--- src/rtl/matmul_sequencer.sv ---
// Sequences one fused multiply-add unit through C = A x B, one C element at a time.
// Optional MATSEQ_PERF_EN adds busy-cycle and write-stall performance counters.
module matmul_sequencer #(
    parameter int WIDTH  = 16,
    parameter int DIM_W  = 4,
    parameter int ADDR_W = 10
) (
    input  logic              clk,
    input  logic              rst,
    input  logic              start,
    input  logic [DIM_W-1:0]  dim_m,
    input  logic [DIM_W-1:0]  dim_k,
    input  logic [DIM_W-1:0]  dim_n,
    input  logic [ADDR_W-1:0] a_base,
    input  logic [ADDR_W-1:0] b_base,
    input  logic [ADDR_W-1:0] c_base,
    output logic              busy,
    output logic              done,
    output logic              a_rd_en,
    output logic              b_rd_en,
    output logic [ADDR_W-1:0] a_rd_addr,
    output logic [ADDR_W-1:0] b_rd_addr,
    input  logic [WIDTH-1:0]  a_rd_data,
    input  logic [WIDTH-1:0]  b_rd_data,
    output logic              mac_load,
    output logic [WIDTH-1:0]  mac_seed,
    output logic              mac_valid,
    output logic [WIDTH-1:0]  mac_a,
    output logic [WIDTH-1:0]  mac_b,
    input  logic [WIDTH-1:0]  mac_acc,
    output logic              c_wr_en,
    output logic [ADDR_W-1:0] c_wr_addr,
    output logic [WIDTH-1:0]  c_wr_data,
    input  logic              c_wr_ready
`ifdef MATSEQ_PERF_EN
    ,
    output logic [31:0]       perf_cycles,
    output logic [31:0]       perf_stalls
`endif
);

    typedef enum logic [2:0] {
        S_IDLE, S_LOAD, S_ISSUE, S_DRAIN, S_WRITE, S_DONE
    } state_t;

    state_t              r_state;
    logic [DIM_W-1:0]    r_dm, r_dk, r_dn;
    logic [ADDR_W-1:0]   r_a_base, r_b_base, r_c_base;
    logic [DIM_W-1:0]    r_i, r_j, r_k;
    logic                r_drain;
    logic                r_busy, r_done, r_rd_en, r_mac_load, r_mac_valid;
    logic [ADDR_W-1:0]   r_a_addr, r_b_addr;
    logic                r_wr_en;
    logic [ADDR_W-1:0]   r_wr_addr;
    logic [WIDTH-1:0]    r_wr_data;

    logic                w_dim_zero, w_start_acc;
    logic                w_k_last, w_j_last, w_i_last;
    logic [DIM_W-1:0]    w_k_inc, w_j_next, w_i_next;

    // base + row*stride + col, all at address width so products wrap
    function automatic logic [ADDR_W-1:0] f_addr(
        input logic [ADDR_W-1:0] base,
        input logic [DIM_W-1:0]  row,
        input logic [DIM_W-1:0]  stride,
        input logic [DIM_W-1:0]  col
    );
        logic [ADDR_W-1:0] prod;
        prod = ADDR_W'(row) * ADDR_W'(stride);
        return base + prod + ADDR_W'(col);
    endfunction

    assign w_dim_zero  = (dim_m == '0) || (dim_k == '0) || (dim_n == '0);
    assign w_start_acc = (r_state == S_IDLE) && start;
    assign w_k_last    = (r_k == r_dk - DIM_W'(1));
    assign w_j_last    = (r_j == r_dn - DIM_W'(1));
    assign w_i_last    = (r_i == r_dm - DIM_W'(1));
    assign w_k_inc     = r_k + DIM_W'(1);
    assign w_j_next    = w_j_last ? '0 : r_j + DIM_W'(1);
    assign w_i_next    = w_j_last ? r_i + DIM_W'(1) : r_i;

    always_ff @(posedge clk) begin
        if (rst) begin
            r_state     <= S_IDLE;
            r_dm        <= '0;
            r_dk        <= '0;
            r_dn        <= '0;
            r_a_base    <= '0;
            r_b_base    <= '0;
            r_c_base    <= '0;
            r_i         <= '0;
            r_j         <= '0;
            r_k         <= '0;
            r_drain     <= 1'b0;
            r_busy      <= 1'b0;
            r_done      <= 1'b0;
            r_rd_en     <= 1'b0;
            r_mac_load  <= 1'b0;
            r_mac_valid <= 1'b0;
            r_a_addr    <= '0;
            r_b_addr    <= '0;
            r_wr_en     <= 1'b0;
            r_wr_addr   <= '0;
            r_wr_data   <= '0;
        end else begin
            r_mac_valid <= r_rd_en;
            case (r_state)
                S_IDLE: begin
                    if (start) begin
                        r_dm     <= dim_m;
                        r_dk     <= dim_k;
                        r_dn     <= dim_n;
                        r_a_base <= a_base;
                        r_b_base <= b_base;
                        r_c_base <= c_base;
                        r_i      <= '0;
                        r_j      <= '0;
                        r_k      <= '0;
                        if (w_dim_zero) begin
                            r_state <= S_DONE;
                            r_done  <= 1'b1;
                        end else begin
                            r_state    <= S_LOAD;
                            r_busy     <= 1'b1;
                            r_mac_load <= 1'b1;
                        end
                    end
                end
                S_LOAD: begin
                    r_mac_load <= 1'b0;
                    r_state    <= S_ISSUE;
                    r_k        <= '0;
                    r_rd_en    <= 1'b1;
                    r_a_addr   <= f_addr(r_a_base, r_i, r_dk, '0);
                    r_b_addr   <= f_addr(r_b_base, '0, r_dn, r_j);
                end
                S_ISSUE: begin
                    if (w_k_last) begin
                        r_rd_en <= 1'b0;
                        r_drain <= 1'b0;
                        r_state <= S_DRAIN;
                    end else begin
                        r_k      <= w_k_inc;
                        r_a_addr <= f_addr(r_a_base, r_i, r_dk, w_k_inc);
                        r_b_addr <= f_addr(r_b_base, w_k_inc, r_dn, r_j);
                    end
                end
                S_DRAIN: begin
                    // second drain cycle: mac_acc now holds the final accumulate
                    if (r_drain) begin
                        r_drain   <= 1'b0;
                        r_state   <= S_WRITE;
                        r_wr_en   <= 1'b1;
                        r_wr_data <= mac_acc;
                        r_wr_addr <= f_addr(r_c_base, r_i, r_dn, r_j);
                    end else begin
                        r_drain <= 1'b1;
                    end
                end
                S_WRITE: begin
                    if (c_wr_ready) begin
                        r_wr_en <= 1'b0;
                        r_j     <= w_j_next;
                        r_i     <= w_i_next;
                        if (w_j_last && w_i_last) begin
                            r_state <= S_DONE;
                            r_busy  <= 1'b0;
                            r_done  <= 1'b1;
                        end else begin
                            r_state    <= S_LOAD;
                            r_mac_load <= 1'b1;
                        end
                    end
                end
                S_DONE: begin
                    r_done  <= 1'b0;
                    r_state <= S_IDLE;
                end
                default: r_state <= S_IDLE;
            endcase
        end
    end

    assign busy      = r_busy;
    assign done      = r_done;
    assign a_rd_en   = r_rd_en;
    assign b_rd_en   = r_rd_en;
    assign a_rd_addr = r_a_addr;
    assign b_rd_addr = r_b_addr;
    assign mac_load  = r_mac_load;
    assign mac_seed  = '0;
    assign mac_valid = r_mac_valid;
    // gated so the operand bus is quiet outside valid beats
    assign mac_a     = r_mac_valid ? a_rd_data : '0;
    assign mac_b     = r_mac_valid ? b_rd_data : '0;
    assign c_wr_en   = r_wr_en;
    assign c_wr_addr = r_wr_addr;
    assign c_wr_data = r_wr_data;

`ifdef MATSEQ_PERF_EN
    logic [31:0] r_perf_cycles, r_perf_stalls;

    always_ff @(posedge clk) begin
        if (rst || w_start_acc) begin
            r_perf_cycles <= '0;
            r_perf_stalls <= '0;
        end else begin
            if (r_busy && (r_perf_cycles != '1))
                r_perf_cycles <= r_perf_cycles + 32'd1;
            if ((r_state == S_WRITE) && !c_wr_ready && (r_perf_stalls != '1))
                r_perf_stalls <= r_perf_stalls + 32'd1;
        end
    end

    assign perf_cycles = r_perf_cycles;
    assign perf_stalls = r_perf_stalls;
`endif

endmodule

--- config.mk ---
export PLATFORM = sky130hd
export DESIGN_NAME = matmul_sequencer
export DESIGN_NICKNAME = d
export VERILOG_FILES = /design/src/rtl/matmul_sequencer.sv
export SDC_FILE = /design/constraint.sdc
export NUM_CORES = 1
export LEC_CHECK = 0
export CORE_ASPECT_RATIO = 0.75
export CORE_MARGIN = 5
export CORE_UTILIZATION = 59
export DETAILED_ROUTE_END_ITERATION = 7
export DONT_BUFFER_PORTS = 1
export PLACE_DENSITY = 0.88
export REMOVE_ABC_BUFFERS = 1
export SLEW_MARGIN = 25
export SYNTH_ARGS = -nofsm -noshare
export SYNTH_HDL_FRONTEND = slang
export SYNTH_SLANG_ARGS = --single-unit
export TNS_END_PERCENT = 5
--- constraint.sdc ---
create_clock -name clk -period 4.2 [get_ports clk]
set_clock_uncertainty 0.1 [all_clocks]
set_input_delay 0.42 -clock clk [delete_from_list [all_inputs] [get_ports clk]]
set_output_delay 0.42 -clock clk [all_outputs]
set_load 0.05 [all_outputs]
==> results by stage, run 1 <==
Clocking:
- The master cell of the clock root buffer is clkbuf_16.
- The number of buffers on the longest clock path is 2.
- The clock sink count is 110.
- In this run the number of H-tree levels came out at 3.
- The clock tree from TritonCTS is built.
- After clock tree synthesis, the clock-pin slew on the worst setup and hold paths is 0.08 ns.
- The insertion delay of the later-clocked pin in the worst-skew pair is 0.36 ns.
- After clock tree synthesis, the flow added hold-fix buffers numbering 0.
- The number of buffers inserted during clock tree synthesis is 9.

Global routing:
- The pin count of the biggest net entering global routing is 115.
- Summed over all layers, the global routing overflow is 0.
- The via count of the first global-routing pass is 6202.
- The number of antenna violations at the first check in global routing is 1.
- The wire length of the first global-routing pass is 30300 µm.
- The overall global routing resource usage is 24.1%.

Setup path:
- The category of the worst setup path capture point is a flip-flop.
- The critical path required time is 4.35 ns.
- The critical-path maximum fanout is 4.
- Traced cell by cell, the critical path runs through ha_4, xor2_4, nand2_1, fa_1, fa_1, fa_1, buf_4, fa_2, nor2b_2, o21a_1, nor2_1, xnor2_1, or2_2, o211ai_1, a21oi_1.
- The cell with the most instances on the worst path is fa_1.
- The classification of the worst setup path is flip-flop to flip-flop.
- Setup slack on the worst reg-to-reg path comes out at 0.1 ns.
- The data arrival at the endpoint of the critical path is 4.26 ns.
- The origin of the worst setup path is r_k[1]$_SDFFE_PP0P_.
- For this design, the slowest cell found on the critical path is fa_1.
- The largest stage delay on the critical path is 0.56 ns.
- The startpoint of the most critical register-to-register path is r_k[1]$_SDFFE_PP0P_.
- The nature of the critical path startpoint is a flip-flop.

Yosys:
- Summed over its instances, the top area cell type makes up 28.5% of the synthesized netlist area.
- dfxtp_1 takes more of the synthesized area than any other cell.
- The proportion of synthesized flip-flops having asynchronous set or reset is 0%.
- Summing every instance area after synthesis gives 7740 µm².
- After synthesis, the cell types taking the most area are dfxtp_1 28%, fa_1 10%, ha_1 10%, nand2_1 8.6%, a21oi_1 6.2%.
- The prevailing post-synth register cell is dfxtp_1.
- Among all cell types in the netlist, the one instantiated most often is nand2_1.
- After synthesis the netlist holds a flip-flop and latch count of 110.
- For this run, the register share of the synthesized area comes to 28.5%.
- The number of cells produced by synthesis is 968.
- The yosys synthesis warning count is 0.
- In this run the mean area of a mapped cell was 7.99 µm².
- The commonest cells after synthesis are 177 x nand2_1, 110 x dfxtp_1, 96 x a21oi_1.
- The distinct cell type count of the synthesized netlist is 54.
- In this run, synthesis inferred 0 flip-flops with an integrated enable.

Cells and area:
- After the last flow step, the layout net total stands at 1162.
- The number of antenna diodes is 0.
- The utilization after layout is 65.6%.
- The layout overhead on the synthesized area is 9.57%.
- The ratio of cells with drive above 1 in the final layout is 10.7%.

Die:
- The area of the die is 15500 µm².
- The vertical extent of the die is 109 µm.
- The core region is 12900 µm².
- The effective utilization at floorplan is 59.8%.
- The width of the chip is 142 µm.
- In this run the count of I/O pins placed on the die edge is 195.
- The number of placement rows is 36.

Power and ir drop:
- The switching share of power is 34.9%.
- The combinational share of power is 19.6%.
- The net switching component of the power is 0.958 mW.
- Sequential cells burn 47.3% of the power.
- Of the total power, the clock network draws 33.1%.
- The internal power of the cells is 1.78 mW.
- The static leakage power is 3.63 nW.
- The power per cell area is 323 nW/µm².
- The worst supply voltage drop on vdd is 227 µV.

Drt:
- The via count is 6491.
- The mean number of vias per cell is 5.68.
- The iteration count of the initial detailed-routing pass is 7.
- After detailed routing, the average wire length per cell comes to 16.9 µm.
- The total detailed-routing wirelength is 19300 µm.
- The number of design-rule violations left by the first detailed-router iteration is 528.
- The count of nets left with antenna violations after detail routing is 0.
- After detailed routing, the number of remaining DRC violations is 0.

Timing:
- The fraction of the cycle the final worst path needs is 97.7%.
- Measured against its own limit, the worst slew margin works out to 37.1%.
- Timing would allow up to 244 MHz.
- For the pin with the worst max-slew slack, the measured transition is 0.934 ns.
- The clock period minus final worst setup slack is 4.10 ns.
- The count of pins over their slew limit came to 0.
- The number of hold violations in the final report was 0.
- The final setup TNS is 0 ns.
- Setup repair after global routing could not meet its margin everywhere.
- Setup violations remaining at the end of the flow were counted as 0.

Flow run:
- The number of max-cap violations is 0.

Worst hold path:
- The kind of path behind the tightest hold check is input port to flip-flop.
- The worst hold path begins at rst.

Outcome:
- The run finished with clean final reports.

Place:
- During placement, the flow inserted port buffers numbering 0.
- The HPWL after detailed placement is 13900 µm.
- The congestion estimate from routability-driven global placement came to 0.878.
## power groups by stage
stage	Clock (mW)	Sequential (mW)	Combinational, mW
final	0.906	1.30	0.538
after global routing	0.966	1.31	0.603
after CTS	0.925	1.30	0.521
after detailed placement	0	1.32	0.514
after global placement	0	1.32	0.496
after floorplan	0	1.30	0.398
## logic make-up after synthesis
group           share of synthesized area, %
flops                                   28.5
fa+ha+maj                               20.1
compound gates                          14.3
xor+xnor                                5.39
buf+inv                                 8.94
simple gates                            22.2
other cells                           0.0485
mux                                    0.518
## metal layers
| layer | vias up | wire length, µm | global-route usage, % |
|---|---|---|---|
| met1 | 3037 | 7980 | 31.9 |
| met5 | - | 13 | 0 |
| met3 | 43 | 1750 | 6.53 |
| li1 | 3134 | - | - |
| met4 | 2 | 446 | 7.67 |
| met2 | 275 | 9080 | 38.6 |
## final timing paths
kind                            cells past startpoint                   endpoint
worst max-delay path                               15  b_rd_addr[6]$_SDFFE_PP0P_
worst min-delay path                                1  c_wr_data[5]$_SDFFE_PP0P_
worst max register to register                     15  b_rd_addr[6]$_SDFFE_PP0P_
worst min register to register                      2   r_c_base[6]$_SDFFE_PP0P_
## cell usage in the layout, fill, tap and decap left out, types with 4 or more instances in the layout
cell and count:
nand2_1 174, dfxtp_1 101, a21oi_1 93, inv_1 92, nor2_1 57, ha_1 57
and2_1 52, fa_1 36, buf_4 33, xnor2_1 23, xor2_1 20, o21ai_0 19
nor3_1 17, conb_1 16, nand3_1 11, a211oi_1 11, nor2b_1 10, clkbuf_16 9
a21o_1 8, nand2b_1 8, a311oi_1 7, dfxtp_2 6, nand4_1 5, or3_1 5
a211oi_2 5, nand3b_1 5, mux2i_1 4, a31oi_1 4, a21oi_2 4
## worst max-delay path, delay by kind of cell (launching register included)
family / cells / cell delay [ns]
fa+ha+maj: 5 / 2.07
simple gates: 4 / 0.57
flops: 1 / 0.38
xor+xnor: 2 / 0.36
compound gates: 3 / 0.34
buf+inv: 1 / 0.17
## registers in the layout (all words and copies together), names as in the netlist, 3 cells and up
name       flops
r_i            4
a_rd_addr     10
r_k            4
r_dm           4
c_wr_addr     10
b_rd_addr     10
r_j            4
r_dk           4
r_b_base      10
r_a_base      10
r_dn           4
c_wr_data     16
r_c_base      10
r_state        3
## through the flow
stage	total power, mW	cell area, µm²	cells	setup WS, ns	hold slack, ns
CTS	2.74	8300	1140	0.00769	0.0128
global placement	1.81	7910	1122	-0.0388	0.339
finish	2.74	8480	1143	0.0955	0.0164
detailed placement	1.83	7910	1122	-0.328	0.345
global route	2.87	8480	1143	-0.0703	0.00512
floorplan	1.70	7450	920	0.00234	0.330
## layout make-up
cell class	instances	area [µm²]
clock buffers	9	225
clock inverters	7	91.3
fillers	1024	4450
inverters	94	353
multi-input cells	716	5080
flip-flops and latches	110	2220
well taps	171	214
repair buffers	36	290
## what timing repair did
| item | in CTS | in global routing |
|---|---|---|
| endpoints found under the setup margin | 4 | 9 |
| endpoints found under the hold margin | 0 | 0 |
| resized for setup | 14 | 36 |
| pin swaps | 5 | 32 |
| buffers inserted | 2 | 3 |
Power figures use the tool's default switching activity.
==> run 2: changes to the inputs <==
--- a/config.mk
+++ b/config.mk
@@ -7,11 +7,10 @@
 export LEC_CHECK = 0
 export CORE_ASPECT_RATIO = 0.75
 export CORE_MARGIN = 5
-export CORE_UTILIZATION = 59
+export CORE_UTILIZATION = 45
 export DETAILED_ROUTE_END_ITERATION = 7
 export DONT_BUFFER_PORTS = 1
-export PLACE_DENSITY = 0.88
-export REMOVE_ABC_BUFFERS = 1
+export PLACE_DENSITY = 0.72
 export SLEW_MARGIN = 25
 export SYNTH_ARGS = -nofsm -noshare
 export SYNTH_HDL_FRONTEND = slang
==> results by stage, run 2 (same netlist as run 1, synthesis figures left out) <==
Outcome:
- The flow ran to the end, and the final reports show no timing, DRC or antenna violations.

Setup path:
- The critical path buffer and inverter count came to 4 (+3).
- The family with the most delay on the worst path is adder cells.
- The standard cell with the maximum stage delay on the critical path is fa_1.
- The startpoint of the most critical register-to-register path is r_k[0]$_SDFFE_PP0P_.
- The critical path required time was 4.35 ns (about the same).
- The cell with the most instances on the worst path is inv_1.
- The critical-path maximum fanout came to 4 (unchanged).
- The data arrival at the endpoint of the critical path is 4.16 ns (-0.10 ns).
- The number of cells on the critical path is 19 (+4).
- The largest stage delay on the critical path came to 0.46 ns (-0.10 ns).
- The worst setup path is of the flip-flop to flip-flop kind.
- The worst setup path is launched from a flip-flop.
- The category of the worst setup path capture point is a flip-flop.
- The logic depth of the worst register-to-register path is 19 (+4).
- The reg2reg setup slack is 0.19 ns (+0.09 ns).
- The endpoint identified for the worst register-to-register timing path is b_rd_addr[6]$_SDFFE_PP0P_.
- The critical path goes through ha_4, xor2_4, buf_4, and2_1, fa_1, ha_1, inv_1, fa_1, inv_1, ha_1, inv_1, fa_2, nor2b_2, o21a_1, nor2_1, xnor2_1, or2_2, o211ai_1, a21oi_1.

Drt:
- The count of nets left with antenna violations after detail routing is 0 (unchanged).
- The average wire length per cell after detail routing is 16.4 µm (-2.5%).
- The mean number of vias per cell is 5.32 (-6.3%).
- The number of remaining DRC errors is 0 (unchanged).
- The total detailed-routing wirelength is 19500 µm (+1.3%).
- The via count came to 6315 (-2.7%).
- The number of design-rule violations left by the first detailed-router iteration was 357 (-32%).
- The iteration count of the initial detailed-routing pass is 5 (-2).

Clocking:
- The insertion delay of the later-clocked pin in the worst-skew pair is 0.36 ns (about the same).
- The clock sink count is 110 (unchanged).
- The total number of H-tree levels is 3 (unchanged).
- The root buffer cell chosen for the clock tree is clkbuf_16.
- The number of buffers inserted during clock tree synthesis is 9 (unchanged).
- TritonCTS built the clock tree.
- The number of buffers on the longest clock path is 2 (unchanged).
- The clock transition time at the flip-flop clock pins of the worst setup and hold paths is 0.08 ns (about the same).

Global routing:
- The global-route met3 utilization was 5.80% (-0.73 points).
- The global routing met2 resource utilization is 31.2% (-7.4 points).
- The busiest metal layer after global routing is met2.
- The via count of the first global-routing pass is 5757 (-7.2%).
- The pin count of the biggest net entering global routing is 115 (unchanged).
- The overall global routing resource usage is 18.8% (-5.2 points).
- The wire length of the first global-routing pass is 29900 µm (-1.4%).
- The met1 track demand over resource is 24.8% (-7.0 points).
- The remaining global-route overflow came to 0 (unchanged).
- The number of antenna violations at the first check in global routing came to 1 (unchanged).

Cells and area:
- The most common library cell in the layout ignoring fill and taps is nand2_1.
- In the layout the commonest cells are 176 x nand2_1, 99 x dfxtp_1, 94 x a21oi_1, 93 x inv_1, 59 x ha_1.
- The flip-flop count of the largest register after layout is 16 (unchanged).
- The layout overhead on the synthesized area is 9.67% (about the same).
- The ratio of cells with drive above 1 in the final layout is 9.37% (-1.3 points).
- The number of nets in the layout was 1161 (-0.086%).

Place:
- The worst slack at placement came to -0.0440 ns (+0.284 ns).
- The number of port buffers is 0 (unchanged).
- The routability congestion estimate was 0.875 (-0.31%).
- The HPWL after detailed placement is 15100 µm (+8.6%).

Power and ir drop:
- The power per cell area is 322 nW/µm² (-0.25%).
- The static leakage power is 3.62 nW (-0.22%).
- The worst supply voltage drop on vdd is 248 µV (+9.3%).
- The total power after layout is 2.74 mW (-0.16%).

Die:
- The area of the die is 19900 µm² (+28%).
- The width of the chip is 161 µm (+13%).
- The number of placement rows came to 41 (+14%).
- The I/O pin count is 195 (unchanged).
- The effective utilization at floorplan was 45.8% (-14 points).
- The core box area is 16900 µm² (+31%).
- The vertical extent of the die is 124 µm (+13%).

Worst hold path:
- The startpoint identified for the worst hold timing path is rst.
- The instance count along the most critical hold path is 1 (unchanged).
- For hold timing, the worst endpoint is a_rd_addr[9]$_SDFFE_PP0P_.
- The kind of path behind the tightest hold check is input port to flip-flop.

Timing:
- The worst path setup slack after routing is 0.189 ns (+0.0934 ns).
- The normalized max-slew margin is 51.1% (+14 points).
- The highest clock frequency the design can meet is 249 MHz (+2.3%).
- The fraction of the cycle the final worst path needs is 95.5% (-2.2 points).
- The final-layout worst hold slack was 0.0343 ns (+0.0179 ns).
- The count of pins over their slew limit is 0 (unchanged).
- The clock period minus final worst setup slack is 4.01 ns (-0.0934 ns).
- The final setup TNS is 0 ns (unchanged).
- The number of hold violations in the final report is 0 (unchanged).
- Setup repair after global routing left no endpoint under its margin.
- The actual transition at the worst max-transition pin is 0.734 ns (-0.200 ns).
- The setup-violating endpoint count in the final report is 0 (unchanged).

Flow run:
- The number of max-cap violations is 0 (unchanged).
==> run 2: how the worst max path moves through the flow <==
stage | from | end | slack [ns]
floorplan | r_k[0]$_SDFFE_PP0P_ | b_rd_addr[9]$_SDFFE_PP0P_ | 0.003
global placement | r_k[0]$_SDFFE_PP0P_ | b_rd_addr[9]$_SDFFE_PP0P_ | 0.008
detailed placement | r_k[0]$_SDFFE_PP0P_ | b_rd_addr[8]$_SDFFE_PP0P_ | -0.04
CTS | r_k[0]$_SDFFE_PP0P_ | b_rd_addr[8]$_SDFFE_PP0P_ | 0.02
global route | r_k[0]$_SDFFE_PP0P_ | b_rd_addr[6]$_SDFFE_PP0P_ | 0.0001
finish | r_k[0]$_SDFFE_PP0P_ | b_rd_addr[6]$_SDFFE_PP0P_ | 0.19
==> run 2: repair_timing <==
| action | CTS | global route |
|---|---|---|
| pin swaps | 0 | 18 |
| endpoints found under the setup margin | 2 | 9 |
| hold buffers | 1 | 1 |
| gates resized for setup | 5 | 32 |
| endpoints found under the hold margin | 1 | 1 |
| setup buffers | 0 | 4 |
==> run 2: area by class of cell <==
type / instances / area, µm²
clock buffers: 11 / 243
well taps: 215 / 269
fillers: 1623 / 8390
clock inverters: 5 / 75.1
inverters: 94 / 353
diodes: 1 / 2.50
multi-input cells: 716 / 5050
repair buffers: 35 / 268
flip-flops and latches: 110 / 2230
==> run 2: per-stage QoR <==
step	utilization (%)	instance area, µm²	instances
floorplan	-	7790	983
global placement	47.1	7950	1164
global route	50.3	8480	1187
CTS	49.2	8310	1181
detailed placement	47.1	7960	1164
finish	50.3	8480	1187
==> run 2: per-layer routing <==
layer	part of all wire [%]	wire, µm
met1	45	8710
met2	47	9150
met3	7.5	1450
met4	1.1	206
met5	0	0
==> run 2: report_power, final <==
group          total (mW)  leakage, nW  internal [mW]  switching [mW]
Clock               0.917        0.155          0.494           0.423
Sequential           1.30        0.903           1.11           0.191
Combinational       0.517         2.57          0.185           0.332
Total                2.74         3.62           1.79           0.947
==> run 2: worst reg2reg max path, stage by stage (launching register included) <==
cell	delay, ns
dfxtp_4	0.38
ha_4	0.18
xor2_4	0.16
buf_4	0.13
and2_1	0.16
fa_1	0.44
ha_1	0.28
inv_1	0.05
fa_1	0.46
inv_1	0.06
ha_1	0.16
inv_1	0.06
fa_2	0.35
nor2b_2	0.16
o21a_1	0.17
nor2_1	0.06
xnor2_1	0.12
or2_2	0.27
o211ai_1	0.09
a21oi_1	0.08
==> run 3: changes to the inputs <==
--- a/config.mk
+++ b/config.mk
@@ -10,6 +10,7 @@
 export CORE_UTILIZATION = 45
 export DETAILED_ROUTE_END_ITERATION = 7
 export DONT_BUFFER_PORTS = 1
+export GPL_TIMING_DRIVEN = 0
 export PLACE_DENSITY = 0.72
 export SLEW_MARGIN = 25
 export SYNTH_ARGS = -nofsm -noshare
==> results by stage, run 3 (same netlist as run 1, synthesis figures left out) <==
Setup path:
- The critical-path maximum fanout is 6 (+2).
- The critical path buffer and inverter count is 1 (-3).
- Among all stages on the critical path, the largest delay is contributed by fa_1.
- The category of the worst setup path capture point is a flip-flop.
- Among the stages of the critical path, the cell type that occurs most often is fa_1.
- The data arrival at the endpoint of the critical path came to 4.18 ns (+0.02 ns).
- Traced cell by cell, the critical path runs through ha_4, xor2_4, nand2_1, fa_1, fa_1, fa_1, buf_4, fa_2, nor2b_2, o21a_1, nor2_1, xnor2_1, or2_2, o211ai_1, a21oi_1.
- Broken down by cell family, the worst path's largest delay share belongs to adder cells.
- The classification of the worst setup path is flip-flop to flip-flop.
- STA classifies the critical path startpoint as a flip-flop.
- The largest stage delay on the critical path came to 0.55 ns (+0.09 ns).
- The critical path required time is 4.33 ns (-0.02 ns).

Power and ir drop:
- The share of total power in the clock network came to 33.0% (-0.5 points).
- The net switching component of the power is 1.01 mW (+7.0%).
- The power per cell area is 325 nW/µm² (+0.77%).
- The static leakage power is 3.69 nW (+1.9%).
- The worst supply voltage drop on vdd is 193 µV (-22%).
- The sequential cell fraction of total power is 45.8% (-1.8 points).
- The switching share of power is 36.0% (+1.4 points).
- The internal power of the cells is 1.80 mW (+0.64%).
- The combinational share of power is 21.2% (+2.3 points).

Drt:
- The number of remaining DRC errors came to 0 (unchanged).
- The iteration count of the initial detailed-routing pass is 6 (+1).
- The average wire length per cell after detail routing is 17.4 µm (+6.0%).
- The number of design-rule violations left by the first detailed-router iteration came to 422 (+18%).
- The count of nets left with antenna violations after detail routing came to 0 (unchanged).
- The total detailed-routing wirelength is 21300 µm (+9.2%).
- The mean number of vias per cell is 5.29 (-0.65%).
- The via count is 6464 (+2.4%).

Global routing:
- The pin count of the biggest net entering global routing is 22 (-81%).
- The remaining global-route overflow is 0 (unchanged).
- The overall global routing resource usage came to 20.6% (+1.8 points).
- The wire length of the first global-routing pass was 32100 µm (+7.4%).
- The via count of the first global-routing pass is 6032 (+4.8%).
- The number of antenna violations at the first check in global routing is 0 (-1).

Clocking:
- The hold buffer count at CTS is 0 (-1).
- The tree is rooted in a clkbuf_16.
- The total number of H-tree levels is 3 (unchanged).
- The clock sink count is 110 (unchanged).
- The clock transition time at the flip-flop clock pins of the worst setup and hold paths came to 0.08 ns (about the same).
- The number of buffers on the longest clock path is 2 (unchanged).
- The insertion delay of the later-clocked pin in the worst-skew pair was 0.36 ns (about the same).
- The number of buffers inserted during clock tree synthesis came to 9 (unchanged).
- The clock tree from TritonCTS is built.

Place:
- The HPWL after detailed placement came to 17000 µm (+13%).
- The routability congestion estimate is 0.941 (+7.5%).
- The number of port buffers came to 0 (unchanged).
- The area of placed instances is 8060 µm² (+1.3%).
- The worst slack at placement was -0.418 ns (-0.374 ns).

Die:
- The core box area is 16900 µm² (unchanged).
- The vertical extent of the die is 124 µm (unchanged).
- The area of the die is 19900 µm² (unchanged).
- The I/O pin count is 195 (unchanged).
- The width of the chip is 161 µm (unchanged).
- The number of placement rows came to 41 (unchanged).
- The effective utilization at floorplan was 45.8% (unchanged).

Cells and area:
- The post-route standard cell area excluding fillers is 8660 µm² (+2.1%).
- The number of nets in the layout was 1198 (+3.2%).
- The final-layout fill cell count was 1634 (+0.68%).
- The library cells used most frequently in the layout, excluding fill and tap cells, are 177 x nand2_1, 100 x dfxtp_1, 93 x inv_1, 93 x a21oi_1.
- The flip-flop count of the largest register after layout is 16 (unchanged).
- The ratio of cells with drive above 1 in the final layout is 10.0% (+0.65 points).
- The number of antenna diodes is 0 (-1).
- The utilization after layout is 51.3% (+1.0 points).
- Relative to the synthesized area, the layout overhead comes to 11.9%.
- Leaving out fill and tap cells, the most frequent cell in the layout is nand2_1.

Timing:
- The worst path setup slack after routing is 0.146 ns (-0.0426 ns).
- The highest clock frequency the design can meet is 247 MHz (-1.1%).
- The setup-violating endpoint count in the final report is 0 (unchanged).
- The actual transition at the worst max-transition pin is 0.780 ns (+0.0464 ns).
- The fraction of the cycle the final worst path needs is 96.5% (+1.0 points).
- The normalized max-slew margin came to 48.0% (-3.1 points).
- The count of pins over their slew limit is 0 (unchanged).
- The number of hold violations in the final report is 0 (unchanged).
- The clock period minus final worst setup slack is 4.05 ns (+0.0426 ns).

Worst hold path:
- The tightest min-delay check is of the input port to flip-flop type.

Flow run:
- The number of max-cap violations is 0 (unchanged).

Outcome:
- The run finished with clean final reports.
==> run 3: worst paths after layout <==
path | cells past startpoint | start | slack (ns) | to
setup reg to reg | 15 | r_k[0]$_SDFFE_PP0P_ | 0.15 | b_rd_addr[6]$_SDFFE_PP0P_
hold reg to reg | 2 | r_a_base[5]$_SDFFE_PP0P_ | 0.36 | r_a_base[5]$_SDFFE_PP0P_
hold / removal | 2 | dim_k[3] | 0.07 | r_dk[3]$_SDFFE_PP0P_
setup / recovery | 15 | r_k[0]$_SDFFE_PP0P_ | 0.15 | b_rd_addr[6]$_SDFFE_PP0P_
==> run 3: per-stage QoR <==
| stage | hold WS [ns] | TNS (ns) | cells | power (mW) |
|---|---|---|---|---|
| finish | 0.0743 | 0 | 1223 | 2.81 |
| global route | 0.0637 | -0.0889 | 1223 | 2.95 |
| CTS | 0.0673 | -0.00645 | 1216 | 2.82 |
| detailed placement | 0.348 | -2.53 | 1198 | 1.89 |
| global placement | 0.345 | -2.42 | 1198 | 1.88 |
| floorplan | 0.336 | 0 | 983 | 1.75 |
==> run 3: routing by layer <==
| metal | wire [µm] | GRT usage (%) |
|---|---|---|
| met5 | 0 | 0 |
| met4 | 257 | 3.94 |
| met3 | 1940 | 7.40 |
| met2 | 9790 | 33.5 |
| met1 | 9330 | 26.9 |
==> run 3: power groups by stage <==
stage	clock, mW	sequential, mW	combinational, mW
after global routing	0.992	1.30	0.660
after CTS	0.952	1.29	0.575
after floorplan	0	1.29	0.462
after detailed placement	0	1.31	0.573
after global placement	0	1.31	0.564
final	0.928	1.29	0.597
==> run 3: repair_timing <==
action                                  4_1_cts  5_1_grt
pin swaps                                     3       14
endpoints found under the setup margin       11        9
resized for setup                            20       31
buffers inserted                              4        7
==> run 3: area by class of cell <==
| type | count | area [µm²] | share of cell area [%] |
|---|---|---|---|
| Timing Repair Buffer | 11 | 82.6 | 0.954 |
| Clock inverter | 7 | 101 | 1.17 |
| Multi-Input combinational cell | 716 | 5050 | 58.3 |
| Clock buffer | 9 | 225 | 2.60 |
| Tap cell | 215 | 269 | 3.11 |
| Inverter | 94 | 353 | 4.07 |
| Buffer | 61 | 350 | 4.05 |
| Sequential cell | 110 | 2230 | 25.7 |
